==> config.mk <==
export PLATFORM = sky130hd
export DESIGN_NAME = shared_counter_arbiter
export DESIGN_NICKNAME = d
export VERILOG_FILES = /design/src/rtl/shared_counter_arbiter_pkg.sv /design/src/rtl/shared_counter_arbiter_load_counter.sv /design/src/rtl/shared_counter_arbiter.sv
export SDC_FILE = /design/constraint.sdc
export NUM_CORES = 1
export LEC_CHECK = 0
export ABC_AREA = 1
export CORE_ASPECT_RATIO = 1.1
export CORE_MARGIN = 3
export CORE_UTILIZATION = 46
export DETAILED_ROUTE_END_ITERATION = 10
export PLACE_DENSITY_LB_ADDON = 0.3
export SLEW_MARGIN = 20
export SYNTH_ARGS = -nofsm -noshare
export SYNTH_HDL_FRONTEND = slang
export SYNTH_SLANG_ARGS = --single-unit
==> constraint.sdc <==
create_clock -name clk -period 1.6 [get_ports clk]
set_input_delay 0.16 -clock clk [delete_from_list [all_inputs] [get_ports clk]]
set_output_delay 0.16 -clock clk [all_outputs]
set_load 0.1 [all_outputs]
==> src/rtl/shared_counter_arbiter_pkg.sv <==
// Shared types, defaults and the round-robin pick function for the
// shared_counter_arbiter block.
package shared_counter_arbiter_pkg;

    typedef enum logic {
        IDLE = 1'b0,
        RUN  = 1'b1
    } state_t;

    localparam int unsigned DEF_WIDTH = 4;
    localparam int unsigned DEF_NREQ  = 2;
    localparam int unsigned MAX_NREQ  = 8;

    // Search starts just after last, wraps, and takes the first set request.
    function automatic logic [MAX_NREQ-1:0] rr_pick(
        input logic [MAX_NREQ-1:0] req,
        input logic [2:0]          last,
        input int unsigned         n
    );
        logic [MAX_NREQ-1:0] win;
        logic [2:0]          idx;
        logic                found;
        win   = '0;
        found = 1'b0;
        for (int unsigned k = 1; k <= n; k++) begin
            idx = 3'(({29'd0, last} + k) % n);
            if (!found && req[idx]) begin
                win[idx] = 1'b1;
                found    = 1'b1;
            end
        end
        return win;
    endfunction

endpackage

==> src/rtl/shared_counter_arbiter_load_counter.sv <==
// WIDTH-bit up-counter with synchronous clear/enable and a terminal flag
// that fires when the count reaches the loaded period minus one.
module shared_counter_arbiter_load_counter
    import shared_counter_arbiter_pkg::*;
#(
    parameter int unsigned WIDTH = DEF_WIDTH
) (
    input  logic             i_clk,
    input  logic             i_rst,
    input  logic             i_clear,
    input  logic             i_enable,
    input  logic             i_load,
    input  logic [WIDTH-1:0] i_period,
    output logic [WIDTH-1:0] o_count,
    output logic             o_terminal
);

    logic [WIDTH-1:0] r_count;
    logic [WIDTH-1:0] r_period;

    always_ff @(posedge i_clk or posedge i_rst) begin
        if (i_rst) begin
            r_count  <= '0;
            r_period <= '0;
        end else begin
            if (i_clear)
                r_count <= '0;
            else if (i_enable)
                r_count <= r_count + WIDTH'(1);
            if (i_load)
                r_period <= i_period;
        end
    end

    // Modulo compare: a period of zero terminates at all-ones (2^WIDTH cycles).
    assign o_terminal = (r_count == (r_period - WIDTH'(1)));
    assign o_count    = r_count;

endmodule

==> src/rtl/shared_counter_arbiter.sv <==
// Round-robin owner of a shared load counter: grants one requester, runs the
// counter for that requester's period, then pulses done.
module shared_counter_arbiter
    import shared_counter_arbiter_pkg::*;
#(
    parameter int unsigned WIDTH = DEF_WIDTH,
    parameter int unsigned NREQ  = DEF_NREQ
) (
    input  logic                  clk,
    input  logic                  rst,
    input  logic [NREQ-1:0]       req,
    input  logic [NREQ*WIDTH-1:0] period,
    output logic [NREQ-1:0]       grant,
    output logic [NREQ-1:0]       done,
    output logic                  busy,
    output logic [WIDTH-1:0]      count
);

    localparam int unsigned IW = (NREQ > 1) ? $clog2(NREQ) : 1;

    state_t            r_state, w_state_nxt;
    logic [NREQ-1:0]   r_grant, w_grant_nxt;
    logic [NREQ-1:0]   r_done,  w_done_nxt;
    logic [IW-1:0]     r_owner, w_owner_nxt;
    logic [IW-1:0]     r_last,  w_last_nxt;

    logic [MAX_NREQ-1:0] w_req_ext;
    logic [2:0]          w_last_ext;
    logic [MAX_NREQ-1:0] w_pick;
    logic [IW-1:0]       w_win_idx;
    logic [NREQ-1:0]     w_win_oh;
    logic [WIDTH-1:0]    w_period_win;
    logic                w_clear, w_enable, w_load, w_terminal;
    logic [WIDTH-1:0]    w_count;

    always_comb begin
        w_req_ext              = '0;
        w_req_ext[NREQ-1:0]    = req;
        w_last_ext             = '0;
        w_last_ext[IW-1:0]     = r_last;
        w_pick                 = rr_pick(w_req_ext, w_last_ext, NREQ);
        w_win_idx              = '0;
        for (int unsigned i = 0; i < MAX_NREQ; i++)
            if (w_pick[i]) w_win_idx = i[IW-1:0];
        w_win_oh               = '0;
        w_win_oh[w_win_idx]    = 1'b1;
        w_period_win           = '0;
        for (int unsigned i = 0; i < NREQ; i++)
            if (w_win_idx == i[IW-1:0]) w_period_win = period[i*WIDTH +: WIDTH];
    end

    always_ff @(posedge clk or posedge rst) begin
        if (rst) begin
            r_state <= IDLE;
            r_grant <= '0;
            r_done  <= '0;
            r_owner <= '0;
            r_last  <= IW'(NREQ - 1);
        end else begin
            r_state <= w_state_nxt;
            r_grant <= w_grant_nxt;
            r_done  <= w_done_nxt;
            r_owner <= w_owner_nxt;
            r_last  <= w_last_nxt;
        end
    end

    always_comb begin
        w_state_nxt = r_state;
        w_grant_nxt = r_grant;
        w_done_nxt  = '0;
        w_owner_nxt = r_owner;
        w_last_nxt  = r_last;
        w_clear     = 1'b0;
        w_enable    = 1'b0;
        w_load      = 1'b0;
        case (r_state)
            IDLE: begin
                if (|req) begin
                    w_state_nxt = RUN;
                    w_grant_nxt = w_win_oh;
                    w_owner_nxt = w_win_idx;
                    w_load      = 1'b1;
                    w_clear     = 1'b1;
                end
            end
            RUN: begin
                // Abort outranks terminal: a dropped request never sees done.
                if (!req[r_owner]) begin
                    w_state_nxt = IDLE;
                    w_grant_nxt = '0;
                    w_last_nxt  = r_owner;
                    w_clear     = 1'b1;
                end else if (w_terminal) begin
                    w_state_nxt         = IDLE;
                    w_grant_nxt         = '0;
                    w_done_nxt[r_owner] = 1'b1;
                    w_last_nxt          = r_owner;
                    w_clear             = 1'b1;
                end else begin
                    w_enable = 1'b1;
                end
            end
            default: w_state_nxt = IDLE;
        endcase
    end

    shared_counter_arbiter_load_counter #(
        .WIDTH(WIDTH)
    ) u_counter (
        .i_clk      (clk),
        .i_rst      (rst),
        .i_clear    (w_clear),
        .i_enable   (w_enable),
        .i_load     (w_load),
        .i_period   (w_period_win),
        .o_count    (w_count),
        .o_terminal (w_terminal)
    );

    assign grant = r_grant;
    assign done  = r_done;
    assign busy  = (r_state == RUN);
    assign count = w_count;

endmodule

==> run metrics, run 1 <==
top cell type by total area after synthesis=sky130_fd_sc_hd__dfrtp_1; synthesized instance count=97; Area Growth Syn to Fin=48.4%; share of flip-flops with an asynchronous set or reset=1.00; Worst path max stage delay=0.40 ns; total power consumption of the routed design=2.25 mW; Remaining Overflow, GRT=0; hold slack final=0.210 ns; antenna violation net count after detailed routing=0; start-to-end type of the worst setup path=flop to flop; Static Leak=0.569 nW; Synth cell types=19; power per standard cell area=1910 nW/um^2; clock insertion delay at the later pin of the skew report=0.29 ns; arrival time at the worst endpoint=1.71 ns; Total Routing Usage GR=0.189; initial antenna violation count=0; Rel. slew slack=0.629; number of top-level pins=21; most instantiated flip-flop cell in the synthesis netlist=sky130_fd_sc_hd__dfrtp_1; CP endpoint kind=flop; number of H-tree levels=1; Die Outline Area=2250 sq um; Synth Register Bits=15; cell count after placement=135; die width=45.5 microns; total number of yosys warnings=0; Rows=15; final total negative setup slack=0 ns; wire length of the first global-routing pass=3.10 mm; Max Clock Freq=656 MHz; CTS clk-pin slew, worst paths=0.09 ns; fill count=122; final setup violation count=0; Remaining DRCs=0; pin count of the biggest net entering global routing=16; Critical Path RT=1.79 ns; final worst setup slack=0.0762 ns; number of buffer and inverter stages on the critical path=2; biggest area contributors in the synthesized netlist=sky130_fd_sc_hd__dfrtp_1 44%, sky130_fd_sc_hd__nand2_1 13%, sky130_fd_sc_hd__inv_1 7.1%; fin area=1170 sq um; crit share post-route=0.952; maximum vdd drop=1.26 mV; crit-path max FO=5; total CTS buffers=3; highest metal used=met4; Via density=5.18; fin util=0.736; sum of routed wire segments on met1=724 microns; vertical extent of the die=49.5 microns; Seq/Total Area, Yosys=0.476; drt pass-1 iters=4; dominant delay contributor by cell family on the critical path=simple AND/OR/NAND/NOR gates; met3 wirelength from detailed routing=61 microns; vias in the first global route=747; count of endpoints failing hold in the final timing report=0; number of DRC violations after detailed-routing iteration 0=15; HPWL after detailed placement=1.35 mm; fraction of layout instances using a drive strength above 1=0.256; global placer's final weighted congestion=0.817; final WL=1.77 mm; number of sinks handled by clock tree synthesis=15; met2 wire length=955 microns; Place WS=0.0827 ns; clock tree from TritonCTS=built; fin crit period=1.52 ns; max-slew violations=0; Bufs on Longest Clock Path=2; Diodes inserted=0; result of the run=completed; slew at the pin closest to its max-slew limit=0.556 ns; Finished Layout Cells=142; skew final=0.00144 ns; top post-synthesis cells by count=27 x sky130_fd_sc_hd__nand2_1, 15 x sky130_fd_sc_hd__inv_1, 14 x sky130_fd_sc_hd__dfrtp_1, 7 x sky130_fd_sc_hd__o21ai_0, 6 x sky130_fd_sc_hd__nor2_1; Post-synth EDFFs=0; post-place instance area=1120 sq um; detailed-route wire length per cell=12.5 microns; reported max-cap violation count=0; classification of the worst-slack hold path=primary input to asynchronous set/reset pin; core area=1600 sq um; clock tree root driver cell=sky130_fd_sc_hd__clkbuf_4; CP max stage cell=sky130_fd_sc_hd__dfrtp_1; proportion of netlist area held by the largest area contributor=0.443; setup slack, reg-to-reg=0.08 ns; Syn Nets=111; number of buffers added on ports=20; layout net count=140; Setup crit start kind=flop; total via count after detailed routing=736; initial standard-cell utilization of the core=0.496; average cell area after synthesis=8.15 sq um; Post-Syn Area=791 sq um; most common cell in the netlist=sky130_fd_sc_hd__nand2_1; most frequent CP cell=sky130_fd_sc_hd__nand2_1; critical path, cell by cell=inv_2 -> ha_2 -> inv_1 -> nand2_1 -> nand2_1 -> nand2_1 -> nand2_1 -> nor2_2 -> nand2_2 -> nand2_4 -> nand2_4 -> nand2_1 -> nand2_1
where the power goes:
group,internal [mW],leakage [nW],switching [mW]
registers,0.523,0.183,0.147
clock network,0.0930,0.0177,0.129
logic,0.510,0.368,0.845
cells by family after synthesis:
family / count (synthesis) / synth area share
DFF: 15 / 0.476
and+or+nand+nor: 44 / 0.247
AOI/OAI and AO/OA: 15 / 0.106
xor gates and xnor gates: 5 / 0.0554
adders and majority gates: 2 / 0.0316
buffers and inverters: 15 / 0.0712
muxes: 1 / 0.0127
layer usage:
metal	up-vias	GRT usage
li1	365	-
met1	352	0.228
met2	15	0.305
met3	4	0.0438
met4	0	0.0878
met5	-	0
cell usage in the layout, fill, tap and decap left out:
cell type | synthesis | routed
sky130_fd_sc_hd__buf_12 | 0 | 9
sky130_fd_sc_hd__nand2_1 | 27 | 27
sky130_fd_sc_hd__clkinv_2 | 0 | 1
sky130_fd_sc_hd__buf_4 | 0 | 4
sky130_fd_sc_hd__dfstp_2 | 1 | 1
sky130_fd_sc_hd__nand3_1 | 5 | 5
sky130_fd_sc_hd__nand4_1 | 1 | 1
sky130_fd_sc_hd__nor2_2 | 1 | 1
sky130_fd_sc_hd__mux2i_1 | 1 | 1
sky130_fd_sc_hd__dfrtp_2 | 0 | 5
sky130_fd_sc_hd__dfrtp_1 | 14 | 9
sky130_fd_sc_hd__xor2_1 | 3 | 3
sky130_fd_sc_hd__o21ai_0 | 7 | 7
sky130_fd_sc_hd__a21oi_2 | 1 | 1
sky130_fd_sc_hd__nor2_1 | 6 | 6
sky130_fd_sc_hd__nand2_4 | 1 | 2
sky130_fd_sc_hd__nand3_2 | 1 | 1
sky130_fd_sc_hd__clkbuf_4 | 0 | 3
sky130_fd_sc_hd__inv_2 | 0 | 2
sky130_fd_sc_hd__clkdlybuf4s50_1 | 0 | 11
sky130_fd_sc_hd__ha_1 | 2 | 1
sky130_fd_sc_hd__xnor2_1 | 2 | 2
sky130_fd_sc_hd__nand2_2 | 2 | 1
sky130_fd_sc_hd__ha_2 | 0 | 1
sky130_fd_sc_hd__inv_1 | 15 | 13
sky130_fd_sc_hd__o22ai_1 | 4 | 4
sky130_fd_sc_hd__a21oi_1 | 3 | 3
area by class of cell:
class	count	area, sq um	area share
clock buffers	3	22.5	0.0192
clock inverters	1	5.00	0.00426
inverters	15	56.3	0.0480
multi-input cells	67	365	0.311
flip-flops and latches	15	383	0.326
well taps	17	21.3	0.0181
repair buffers	24	320	0.273
state kept, by name (all words and copies together) (netlist names):
name                count
done                    2
u_counter.o_count       4
r_last                  1
u_counter.r_period      4
busy                    1
grant                   2
r_owner                 1
worst paths after layout:
check,startpoint,endpoint,cells past startpoint
min reg2reg,r_last,r_last,2
max in group asynchronous,rst,u_counter.o_count[2],2
max reg2reg,u_counter.r_period[0],grant[1],13
min,rst,u_counter.r_period[1],2
max,u_counter.r_period[0],grant[1],13
min in group clk,r_last,r_last,2
repair_timing:
item	CTS	global route
setup endpoints to repair	0	2
gates resized for setup	0	4
setup buffers	0	3
hold buffers	0	0
No activity file was read; power rests on OpenSTA's default activity.
==> run 2: changes to the inputs <==
- CELL_PAD_IN_SITES_DETAIL_PLACEMENT: unset -> 0
- CELL_PAD_IN_SITES_GLOBAL_PLACEMENT: unset -> 1
- CORE_UTILIZATION: 46 -> 33
==> run 2 against run 1 <==
  * Utilization down 17 points
  * Highest routed layer unchanged
  * Critical endpoint unchanged
  * Register-to-register slack better by 0.03 ns
  * Combinational power barely moved
  * Via count shrank 4.6%
  * Non-clock buffer count did not move
  * Largest power group unchanged
==> run metrics, run 2 (synthesis gave the netlist of run 1 again) <==
maximum vdd drop=1.25 mV (-0.47%); hold bufs inserted after CTS=0 (unchanged); wire length of the first global-routing pass=2.97 mm (-4.0%); CP endpoint kind=flop; number of top-level pins=21 (unchanged); global placer's final weighted congestion=0.795 (-2.7%); total power consumption of the routed design=2.26 mW (+0.67%); reported max-cap violation count=0 (unchanged); Worst path max stage delay=0.38 ns (-0.02 ns); final WL=1.78 mm (+0.17%); Via density=4.59 (-11%); setup slack, reg-to-reg=0.10 ns (+0.03 ns); classification of the worst-slack hold path=primary input to asynchronous set/reset pin; Setup crit start kind=flop; Area Growth Syn to Fin=51.1%; FF-to-FF Start=u_counter.r_period[0]; Max Clock Freq=669 MHz (+1.9%); clock tree from TritonCTS=built; total CTS buffers=3 (unchanged); initial antenna violation count=0 (unchanged); HPWL after detailed placement=1.37 mm (+1.2%); Remaining Overflow, GRT=0 (unchanged); number of H-tree levels=1 (unchanged); fill count=214 (+75%); final setup violation count=0 (unchanged); drt pass-1 iters=4 (unchanged); number of sinks handled by clock tree synthesis=15 (unchanged); clock insertion delay at the later pin of the skew report=0.28 ns (about the same); Remaining DRCs=0 (unchanged); Rows=17 (+2); Rel. slew slack=0.639 (+0.00941); Total Routing Usage GR=0.135 (-0.0538); fraction of layout instances using a drive strength above 1=0.264 (+0.00800); clock tree root driver cell=sky130_fd_sc_hd__clkbuf_4; Static Leak=0.570 nW (+0.16%); Finished Layout Cells=153 (+7.7%); vias in the first global route=671 (-10%); result of the run=completed; pin count of the biggest net entering global routing=16 (unchanged); final total negative setup slack=0 ns (unchanged); CTS clk-pin slew, worst paths=0.09 ns (about the same); most frequent CP cell=sky130_fd_sc_hd__nand2_1; Place WS=0.0661 ns (-0.0166 ns); detailed-route wire length per cell=11.6 microns (-7.0%); number of buffer and inverter stages on the critical path=1 (-1); skew final=0.00280 ns (+0.00136 ns); number of DRC violations after detailed-routing iteration 0=5 (-10); number of buffers added on ports=20 (unchanged); commonest non-fill, non-tap cell in the layout=sky130_fd_sc_hd__nand2_1; max-slew violations=0 (unchanged); cell count after placement=148 (+9.6%); highest-count cells in the layout ignoring fill and taps=26 x sky130_fd_sc_hd__nand2_1, 13 x sky130_fd_sc_hd__inv_1, 11 x sky130_fd_sc_hd__clkdlybuf4s50_1; core area=2130 sq um (+33%); layout net count=140 (unchanged); critical path launch point=u_counter.r_period[0]; Bufs on Longest Clock Path=2 (unchanged); slew at the pin closest to its max-slew limit=0.541 ns (-0.0141 ns); vertical extent of the die=57.3 microns (+16%); final worst setup slack=0.105 ns (+0.0284 ns); Die Outline Area=3020 sq um (+34%); fin crit period=1.50 ns (-0.0284 ns); critical path, cell by cell=inv_2 -> ha_4 -> xor2_1 -> nand2_1 -> nor2_2 -> nand2_2 -> nand2_4 -> nand2_2 -> nand2_1 -> nand2_1; crit share post-route=0.935 (-0.0178); crit-path max FO=5 (unchanged); fin util=0.562 (-0.174); total via count after detailed routing=702 (-4.6%); Diodes inserted=0 (unchanged); arrival time at the worst endpoint=1.68 ns (-0.03 ns); Critical Path RT=1.78 ns (about the same); die width=52.7 microns (+16%); dominant delay contributor by cell family on the critical path=simple AND/OR/NAND/NOR gates; start-to-end type of the worst setup path=flop to flop; CP max stage cell=sky130_fd_sc_hd__dfrtp_1; count of endpoints failing hold in the final timing report=0 (unchanged); antenna violation net count after detailed routing=0 (unchanged); power per standard cell area=1890 nW/um^2 (-1.1%); initial standard-cell utilization of the core=0.372 (-0.124)
## run 2: cell count changes in the layout (fill, tap and decap cells not counted)
| cell | delta |
|---|---|
| sky130_fd_sc_hd__nand2_4 | -1 |
| sky130_fd_sc_hd__nand2_2 | +2 |
| sky130_fd_sc_hd__ha_4 | +1 |
| sky130_fd_sc_hd__nand2_1 | -1 |
| sky130_fd_sc_hd__ha_2 | -1 |
## run 2: final timing paths
path,endpoint,cells after the start
setup / recovery,grant[1],10
hold / removal,grant[0],2
setup reg to reg,grant[1],10
hold reg to reg,r_last,2
max in group asynchronous,u_counter.o_count[1],2
min in group clk,r_last,2
## run 2: per-stage QoR
| step | instance area (sq um) | hold WS (ns) |
|---|---|---|
| 3_5_place_dp | 1140 | 0.459 |
| 2_1_floorplan | 797 | 0.0604 |
| 4_1_cts | 1170 | 0.227 |
| 5_1_grt | 1190 | 0.276 |
| 6_report | 1190 | 0.205 |
| 3_3_place_gp | 1140 | 0.455 |
## run 2: routing by layer
metal / routed length [microns] / part of all wire / GRT usage / vias up
li1: - / - / - / 363
met1: 765 / 0.43 / 0.170 / 324
met2: 929 / 0.52 / 0.218 / 13
met3: 67 / 0.038 / 0.0392 / 2
met4: 14 / 0.0079 / 0.0438 / 0
met5: 0 / 0 / 0 / -
## run 2: layout make-up
cell class | count | area, sq um | share of cell area
Sequential cell | 15 | 383 | 0.320
Inverter | 15 | 56.3 | 0.0471
Clock inverter | 1 | 5.00 | 0.00419
Clock buffer | 3 | 22.5 | 0.0188
Multi-Input combinational cell | 67 | 373 | 0.312
Tap cell | 28 | 35.0 | 0.0293
Timing Repair Buffer | 24 | 320 | 0.268
## run 2: power by group
part | total (mW) | switching (mW) | internal (mW)
Sequential | 0.667 | 0.144 | 0.523
Combinational | 1.38 | 0.848 | 0.527
Clock | 0.220 | 0.127 | 0.0929
Total | 2.26 | 1.12 | 1.14
## run 2: repair_timing
item / 4_1_cts / 5_1_grt
setup endpoints to repair: 0 / 4
gates resized for setup: 0 / 5
buffers inserted: 0 / 1
==> run 3: changes to the inputs <==
- ABC_AREA: 1 -> unset
- ABC_CLOCK_PERIOD_IN_PS: unset -> 1600
- CORE_UTILIZATION: 33 -> 35
- SKIP_CTS_REPAIR_TIMING: unset -> 1
==> run 3 against run 2 <==
  * Utilization increased by 4.1 points
  * Worst hold slack improved by 0.017 ns
  * Clock power about the same
  * Critical path type unchanged
  * Largest power group unchanged
==> run metrics, run 3 <==
FF-to-FF Start=u_counter.o_count[2]; layer with the highest usage after global routing=met2; crit share post-route=0.973 (+0.0381); setup slack, reg-to-reg=0.04 ns (-0.06 ns); result of the run=completed; initial standard-cell utilization of the core=0.386 (+0.0145); fraction of layout instances using a drive strength above 1=0.333 (+0.0693); CP endpoint kind=flop; Post-synth EDFFs=0 (unchanged); vias in the first global route=710 (+5.8%); fin crit period=1.56 ns (+0.0610 ns); total via count after detailed routing=686 (-2.3%); fin area=1270 sq um (+6.3%); top post-synthesis cells by count=14 x sky130_fd_sc_hd__dfrtp_1, 11 x sky130_fd_sc_hd__nand2_1, 6 x sky130_fd_sc_hd__inv_1, 6 x sky130_fd_sc_hd__o21ai_0, 4 x sky130_fd_sc_hd__mux2i_1; synthesized instance count=80 (-18%); hold slack final=0.222 ns (+0.0168 ns); reported max-cap violation count=0 (unchanged); final WL=1.85 mm (+4.4%); Remaining DRCs=0 (unchanged); top cell type by total area after synthesis=sky130_fd_sc_hd__dfrtp_1; Seq/Total Area, Yosys=0.463 (-0.0132); number of DRC violations after detailed-routing iteration 0=17 (+12); Max Clock Freq=643 MHz (-3.9%); Total Routing Usage GR=0.139 (+0.00454); drt pass-1 iters=4 (unchanged); total CTS buffers=3 (unchanged); vertical extent of the die=56.6 microns (-1.4%); number of top-level pins=21 (unchanged); count of endpoints failing hold in the final timing report=0 (unchanged); Syn Nets=94 (-15%); dominant delay contributor by cell family on the critical path=flip-flops; wire length of the first global-routing pass=3.08 mm (+3.7%); total power consumption of the routed design=2.53 mW (+12%); Remaining Overflow, GRT=0 (unchanged); maximum vdd drop=1.35 mV (+7.9%); Critical Path RT=1.77 ns (about the same); Post-Syn Area=813 sq um (+2.8%); proportion of netlist area held by the largest area contributor=0.431 (-0.0123); fill count=175 (-18%); number of sinks handled by clock tree synthesis=15 (unchanged); number of buffers added on ports=20 (unchanged); max-slew violations=0 (unchanged); number of H-tree levels=1 (unchanged); Synth cell types=34 (+15); Static Leak=0.566 nW (-0.72%); classification of the worst-slack hold path=primary input to asynchronous set/reset pin; die width=52.0 microns (-1.4%); global-route met2 utilization=0.223 (+0.00454); met3 routing resource usage after global routing=0.0318 (-0.00733); Rows=17 (unchanged); initial antenna violation count=0 (unchanged); Bufs on Longest Clock Path=2 (unchanged); Place WS=0.0359 ns (-0.0302 ns); critical path, cell by cell=xnor3_1 -> nand3_2 -> o21ai_4 -> o32ai_1; logic depth of the worst setup path including buffers=4 (-6); pin count of the biggest net entering global routing=16 (unchanged); HPWL after detailed placement=1.41 mm (+2.9%); met1 routing resource usage after global routing=0.183 (+0.0124); slew at the pin closest to its max-slew limit=0.575 ns (+0.0339 ns); core area=2110 sq um (-1.0%); skew final=0.00930 ns (+0.00650 ns); setup repair after global routing missed its margin=false; Setup crit start kind=flop; clock insertion delay at the later pin of the skew report=0.28 ns (about the same); highest-count cells in the layout ignoring fill and taps=11 x sky130_fd_sc_hd__nand2_1, 11 x sky130_fd_sc_hd__clkdlybuf4s50_1, 9 x sky130_fd_sc_hd__dfrtp_1, 9 x sky130_fd_sc_hd__buf_12, 9 x sky130_fd_sc_hd__buf_4; detailed-route wire length per cell=13.3 microns (+15%); power per standard cell area=1990 nW/um^2 (+5.2%); clock tree from TritonCTS=built; global placer's final weighted congestion=0.841 (+5.8%); Worst path max stage delay=0.49 ns (+0.11 ns); Rel. slew slack=0.616 (-0.0226); Synth Register Bits=15 (unchanged); critical path launch point=u_counter.o_count[2]; number of buffer and inverter stages on the critical path=0 (-1); cell depth of the worst flop-to-flop path=4 (-6); Critical Path End=grant[0]; most instantiated flip-flop cell in the synthesis netlist=sky130_fd_sc_hd__dfrtp_1; crit-path max FO=5 (unchanged); endpoint of the lowest-slack register-to-register path=grant[0]; average cell area after synthesis=10.2 sq um (+25%); CTS clk-pin slew, worst paths=0.10 ns (about the same); antenna violation net count after detailed routing=0 (unchanged); arrival time at the worst endpoint=1.72 ns (+0.04 ns); Diodes inserted=0 (unchanged); share of flip-flops with an asynchronous set or reset=1.00 (unchanged); layout net count=126 (-10%); post-place instance area=1200 sq um (+5.0%); start-to-end type of the worst setup path=flop to flop; clock tree root driver cell=sky130_fd_sc_hd__clkbuf_4; Via density=4.94 (+7.6%); most common cell in the netlist=sky130_fd_sc_hd__dfrtp_1; final total negative setup slack=0 ns (unchanged); final worst setup slack=0.0436 ns (-0.0610 ns); CP max stage cell=sky130_fd_sc_hd__dfrtp_4; total number of yosys warnings=0 (unchanged); Die Outline Area=2940 sq um (-2.7%); Area Growth Syn to Fin=56.2%; final setup violation count=0 (unchanged); biggest area contributors in the synthesized netlist=sky130_fd_sc_hd__dfrtp_1 43%, sky130_fd_sc_hd__nand2_1 5.1%, sky130_fd_sc_hd__mux2i_1 4.9%
-- run 3: cell count changes after synthesis, moves of 2 or more --
cell                      before  now
sky130_fd_sc_hd__nor2_1        6    1
sky130_fd_sc_hd__inv_1        15    6
sky130_fd_sc_hd__and2_1        0    2
sky130_fd_sc_hd__mux2i_1       1    4
sky130_fd_sc_hd__o21ai_1       0    3
sky130_fd_sc_hd__o22ai_1       4    0
sky130_fd_sc_hd__nand3_1       5    1
sky130_fd_sc_hd__nand2_2       2    0
sky130_fd_sc_hd__nor3_1        0    3
sky130_fd_sc_hd__buf_2         0    2
sky130_fd_sc_hd__nand2_1      27   11
-- run 3: cell type report --
| cell class | count | area, sq um | area share |
|---|---|---|---|
| inverter | 6 | 22.5 | 0.0177 |
| sequential | 15 | 385 | 0.303 |
| clock inverter | 1 | 5.00 | 0.00394 |
| multi-input combinational | 57 | 442 | 0.348 |
| timing repair buffer | 29 | 358 | 0.282 |
| tap | 28 | 35.0 | 0.0276 |
| clock buffer | 3 | 22.5 | 0.0177 |
-- run 3: how the worst min path moves through the flow --
stage / from / end / slack [ns]
after global routing: rst / grant[1] / 0.28
after floorplan: rst / done[0] / 0.06
after CTS: rst / grant[1] / 0.24
after detailed placement: u_counter.r_period[1] / u_counter.r_period[1] / 0.50
final: rst / u_counter.o_count[0] / 0.22
after global placement: u_counter.r_period[3] / u_counter.r_period[3] / 0.49
-- run 3: worst reg2reg max path, stage by stage (launching register included) --
cell,delay (ns)
sky130_fd_sc_hd__dfrtp_4,0.49
sky130_fd_sc_hd__xnor3_1,0.39
sky130_fd_sc_hd__nand3_2,0.19
sky130_fd_sc_hd__o21ai_4,0.26
sky130_fd_sc_hd__o32ai_1,0.12
-- run 3: logic make-up after synthesis --
| group | count (synthesis) | synth area share |
|---|---|---|
| simple gates | 24 | 0.155 |
| compound gates | 21 | 0.177 |
| flops | 15 | 0.463 |
| buf+inv | 8 | 0.0400 |
| xor+xnor | 5 | 0.0708 |
| mux | 5 | 0.0631 |
| fa+ha+maj | 2 | 0.0308 |
-- run 3: metrics by stage --
| step | cells | util |
|---|---|---|
| 6_report | 139 | 0.603 |
| 5_1_grt | 139 | 0.603 |
| 4_1_cts | 138 | 0.584 |
| 3_5_place_dp | 134 | 0.571 |
| 3_3_place_gp | 134 | 0.571 |
| 2_1_floorplan | 80 | - |
-- run 3: metal layers --
layer / part of all wire / vias to the layer above
met5: 0 / -
li1: - / 341
met3: 0.039 / 2
met1: 0.45 / 326
met4: 0.0092 / 0
met2: 0.50 / 17
-- run 3: report_power, final --
group          switching (mW)  leakage [nW]  total (mW)  internal (mW)
clock                   0.129        0.0177       0.222         0.0926
combinational           0.928         0.364        1.58          0.655
sequential              0.193         0.184       0.724          0.531
total                    1.25         0.566        2.53           1.28
